$ cat config.mk
export PLATFORM = sky130hd
export DESIGN_NAME = rom_serial_deserializer
export DESIGN_NICKNAME = d
export VERILOG_FILES = /design/src/rtl/rom_serial_deserializer.sv
export SDC_FILE = /design/constraint.sdc
export NUM_CORES = 1
export LEC_CHECK = 0
export CAP_MARGIN = 0
export CORE_UTILIZATION = 40
export CTS_CLUSTER_DIAMETER = 150
export DETAILED_ROUTE_END_ITERATION = 6
export PLACE_DENSITY = 0.74
export SYNTH_ARGS = -nofsm -noshare
export SYNTH_HDL_FRONTEND = slang
export SYNTH_SLANG_ARGS = --single-unit
export TNS_END_PERCENT = 50
$ cat constraint.sdc
create_clock -name clk -period 1.65 [get_ports clk]
set_clock_uncertainty 0.1 [all_clocks]
set_input_delay 0.165 -clock clk [delete_from_list [all_inputs] [get_ports clk]]
set_output_delay 0.165 -clock clk [all_outputs]
set_load 0.03 [all_outputs]
$ cat src/rtl/rom_serial_deserializer.sv
// Serial-to-parallel front end for the ROM stream loader: synchronises a 3-wire host link,
// assembles MSB-first words and double-buffers one word behind a strobe/ack handshake.
module rom_serial_deserializer #(
  parameter int DATA_WIDTH  = 16,
  parameter int COUNT_WIDTH = 16
) (
  input  logic                   clk,
  input  logic                   reset,
  input  logic                   ser_cs_n,
  input  logic                   ser_sck,
  input  logic                   ser_data,
  output logic                   load,
  output logic [DATA_WIDTH-1:0]  word_data,
  output logic                   word_strobe,
  input  logic                   ack,
  output logic [COUNT_WIDTH-1:0] word_count,
  output logic                   overrun
);

  localparam int BW = (DATA_WIDTH > 1) ? $clog2(DATA_WIDTH) : 1;

  typedef enum logic [1:0] {IDLE, ACTIVE, DRAIN} state_e;

  state_e                 state_q, state_d;
  logic                   cs_s1_q, cs_s2_q;
  logic                   sck_s1_q, sck_s2_q, sck_s3_q;
  logic                   dat_s1_q, dat_s2_q;
  logic [DATA_WIDTH-1:0]  shift_q, shift_d;
  logic [DATA_WIDTH-1:0]  word_q, word_d;
  logic [BW-1:0]          bit_cnt_q, bit_cnt_d;
  logic                   strobe_q, strobe_d;
  logic                   ovr_q, ovr_d;
  logic [COUNT_WIDTH-1:0] cnt_q, cnt_d;
  logic                   sck_rise, shift_en, word_done, ack_take;

  // Pin synchronisers; cs flops idle high so reset reads as "deselected".
  always_ff @(posedge clk or negedge reset) begin
    if (!reset) begin
      cs_s1_q  <= 1'b1;
      cs_s2_q  <= 1'b1;
      sck_s1_q <= 1'b0;
      sck_s2_q <= 1'b0;
      sck_s3_q <= 1'b0;
      dat_s1_q <= 1'b0;
      dat_s2_q <= 1'b0;
    end else begin
      cs_s1_q  <= ser_cs_n;
      cs_s2_q  <= cs_s1_q;
      sck_s1_q <= ser_sck;
      sck_s2_q <= sck_s1_q;
      sck_s3_q <= sck_s2_q;
      dat_s1_q <= ser_data;
      dat_s2_q <= dat_s1_q;
    end
  end

  always_comb begin
    state_d   = state_q;
    shift_d   = shift_q;
    word_d    = word_q;
    bit_cnt_d = bit_cnt_q;
    strobe_d  = strobe_q;
    ovr_d     = ovr_q;
    cnt_d     = cnt_q;
    sck_rise  = sck_s2_q & ~sck_s3_q;
    shift_en  = (state_q == ACTIVE) && !cs_s2_q && sck_rise;
    word_done = shift_en && (bit_cnt_q == BW'(DATA_WIDTH-1));
    ack_take  = (state_q != IDLE) && ack && strobe_q;

    case (state_q)
      IDLE: if (!cs_s2_q) begin
        state_d   = ACTIVE;
        bit_cnt_d = '0;
        cnt_d     = '0;
        ovr_d     = 1'b0;
        strobe_d  = 1'b0;
      end
      // An ack landing on the deselect cycle empties the buffer, so skip DRAIN then.
      ACTIVE: if (cs_s2_q) state_d = (strobe_q && !ack) ? DRAIN : IDLE;
      DRAIN:  if (ack) state_d = IDLE;
      default: state_d = IDLE;
    endcase

    if (shift_en) begin
      shift_d   = {shift_q[DATA_WIDTH-2:0], dat_s2_q};
      bit_cnt_d = word_done ? '0 : bit_cnt_q + 1'b1;
    end
    if (ack_take) begin
      cnt_d    = cnt_q + 1'b1;
      strobe_d = 1'b0;
    end
    if (word_done) begin
      word_d   = {shift_q[DATA_WIDTH-2:0], dat_s2_q};
      strobe_d = 1'b1;
      if (strobe_q && !ack) ovr_d = 1'b1;
    end
  end

  always_ff @(posedge clk or negedge reset) begin
    if (!reset) begin
      state_q   <= IDLE;
      shift_q   <= '0;
      word_q    <= '0;
      bit_cnt_q <= '0;
      strobe_q  <= 1'b0;
      ovr_q     <= 1'b0;
      cnt_q     <= '0;
    end else begin
      state_q   <= state_d;
      shift_q   <= shift_d;
      word_q    <= word_d;
      bit_cnt_q <= bit_cnt_d;
      strobe_q  <= strobe_d;
      ovr_q     <= ovr_d;
      cnt_q     <= cnt_d;
    end
  end

  assign load        = (state_q != IDLE);
  assign word_data   = word_q;
  assign word_strobe = strobe_q;
  assign word_count  = cnt_q;
  assign overrun     = ovr_q;

endmodule

==> results.md <==
- Final worst path period share: 0.9935
- Busiest layer in global routing: met2
- Routed Antenna Nets: 0
- Result of the run: completed
- R2R Setup Slk: 0.02 ns
- Clock Latency Late Sink: 0.34 ns
- Layout net count: 295
- WP data required: 1.38 ns
- Worst vdd ir: 560.7 uV
- Final wirelength: 4.954 mm
- Setup crit end: load
- Die footprint: 6708 um^2
- Root Driver: clkbuf_8
- Row count: 28
- Slew @ Worst Pin: 0.4125 ns
- DRT iter0 DRCs: 117
- Met3 GRT Util: 0.04111
- Width of the die: 81.90 um
- Relative slew slack: 0.7250
- Pin count of the biggest net entering global routing: 39
- Endpoints failing setup: 0
- Commonest cells after routing, fill and taps aside: nand2_1 (65), dfrtp_1 (60), dlygate4sd2_1 (25)
- CP endpoint kind: output port
- Met2 usage: 0.2355
- FMAX: 0.6100 GHz
- Critical Path Fanout Max: 6
- Area growth syn-to-layout: 35.13%
- Io pins: 41
- Total CTS buffers: 9
- Yosys warns: 0
- HP Class: input pin to register
- GRT overflow: 0
- Worst path top cell family by delay: flip-flops
- Critical path data arrival time: 1.37 ns
- Setup crit start: state_q[1]$_DFFE_PN0P_
- Register area share after synthesis: 0.6085
- CTS Buffer Depth: 2
- PD cells: 979.3 nW/um^2
- Routability cong.: 0.7811
- Crit start category: register
- Core area: 6026 um^2
- Synth Instances: 220
- IO Port Bufs: 40
- CP peak stage delay: 0.39 ns
- Leak Pwr: 2.027 nW
- Avg Cell Area, Syn: 11.61 um^2
- Placed Area: 3174 um^2
- Fillers: 520
- Clk slew on worst S/H paths: 0.07 ns
- Flops & latches, synth: 62
- Reg-to-reg endpoint: word_data[4]$_DFFE_PN0P_
- Max-cap check violation count: 0
- DRC Markers: 0
- CTS tree: yes
- N_diodes: 0
- Post-Layout Inst Area: 3451 um^2
- Utilization after layout: 0.5727
- Setup TNS: 0 ns
- Crit path buf inv count: 2
- Hold Fails Final Rpt: 0
- Initial antenna violation count: 0
- Crit-path cells: buf_4 > or2_2 > buf_2
- Share of cells above drive strength 1: 0.2260
- GR Util met1: 0.2246
- Routed len/inst: 13.50 um
- Initial core utilization: 0.4238
- Post-Syn Area: 2554 um^2
- Final HPWL DP: 3.301 mm
- WP depth: 3
- RR Startpoint: cs_s2_q$_DFF_PN1_
- Worst hold margin: 0.1363 ns
- Slowest cell on crit path: dfrtp_1
- DR vias: 1859
- Die Y: 81.90 um
- GRT Overall Usage: 0.1671
- Tmin final: 1.639 ns
- Max Slew Vio Count: 0
- Synth cell types: 33
- H-tree depth: 3
- First-pass GRT wire length: 8.114 mm
- CP Class: register to output port
- 1st-pass router iterations: 4
- R2R cell count: 5
- Vias in the first global route: 1713
- Synthesized Nets: 228
- Clk sinks: 62
- DR vias/cell: 5.065
- Most common cell after layout, fill and taps aside: nand2_1
- RSZ-0062 raised after global routing: yes
-- repair_timing --
action,in CTS,in global routing
hold buffers,1,0
setup endpoints to repair,44,22
setup buffers,1,0
hold endpoints to repair,15,0
gates resized for setup,28,13
pin swaps,1,0
-- per-layer routing --
metal,vias to the layer above,routed length [um]
met2,47,2295
met3,10,206
met4,0,135
li1,911,-
met1,891,2317
met5,-,0
-- logic make-up after synthesis --
| logic type | Yosys count | share of synthesized area |
|---|---|---|
| buffers and inverters | 8 | 0.01813 |
| AOI/OAI and AO/OA | 24 | 0.06222 |
| muxes | 27 | 0.1264 |
| adders and majority gates | 2 | 0.009798 |
| and+or+nand+nor | 97 | 0.1749 |
| DFF | 62 | 0.6085 |
-- area by class of cell --
class | instances | area, um^2 | area share
Multi-Input combinational cell | 150 | 965.9 | 0.2799
Clock inverter | 5 | 106.4 | 0.03082
Tap cell | 75 | 93.84 | 0.02719
Sequential cell | 62 | 1554 | 0.4503
Clock buffer | 11 | 141.4 | 0.04097
Timing Repair Buffer | 64 | 589.3 | 0.1708
-- Yosys cell counts, drive strengths merged --
master	n	share of area
nand2	65	0.096
dfrtp	60	0.59
mux2	18	0.091
mux2i	9	0.035
nand4	9	0.028
o21ai	9	0.018
clkbuf	6	0.0093
and3	5	0.012
nand3	5	0.0098
nor2	5	0.0083
o211ai	4	0.012
o31ai	3	0.0088
a31oi	2	0.0049
buf	2	0.0088
dfstp	2	0.021
ha	2	0.0098
nor3	2	0.0039
a21o	1	0.0029
a21oi	1	0.0020
a22o	1	0.0034
a311oi	1	0.0034
a31o	1	0.0034
and4b	1	0.0039
nand2b	1	0.0025
nand4b	1	0.0034
nor2b	1	0.0025
o211a	1	0.0039
or2	1	0.0025
or3	1	0.0025
-- registers in the layout, indices dropped and copies added, names as in the netlist, 2 cells and up --
name and cells:
state_q 2, bit_cnt_q 4, shift_q 15, word_data 16, word_count 16
-- stage by stage --
stage,instances,setup WS (ns),total power (W)
final,367,0.01075,0.003380
after global placement,349,-0.07015,0.001764
after global routing,367,-0.02577,0.003526
after detailed placement,349,-0.1397,0.001769
after CTS,367,-0.1032,0.003422
after floorplan,220,-0.09351,0.001680
-- worst min path at each step --
stage	depth (start not counted)	endpoint	slack, ns	start
after floorplan	0	bit_cnt_q[0]$_DFFE_PN0P_	-0.23	reset
after CTS	1	cs_s1_q$_DFF_PN1_	0.12	ser_cs_n
after global routing	1	cs_s1_q$_DFF_PN1_	0.13	ser_cs_n
after global placement	1	word_count[11]$_DFFE_PN0P_	0.02	reset
after detailed placement	1	word_count[11]$_DFFE_PN0P_	0.01	reset
final	1	cs_s1_q$_DFF_PN1_	0.14	ser_cs_n
-- where the power goes --
| part | total [W] | internal [W] | switching [W] | leakage (nW) |
|---|---|---|---|---|
| clock network | 0.00164 | 0.00105 | 0.000592 | 0.120 |
| registers | 0.00160 | 0.00157 | 0.0000311 | 0.841 |
| logic | 0.000141 | 0.0000594 | 0.0000821 | 1.07 |
Note: power is estimated with default switching activity, not from simulation.
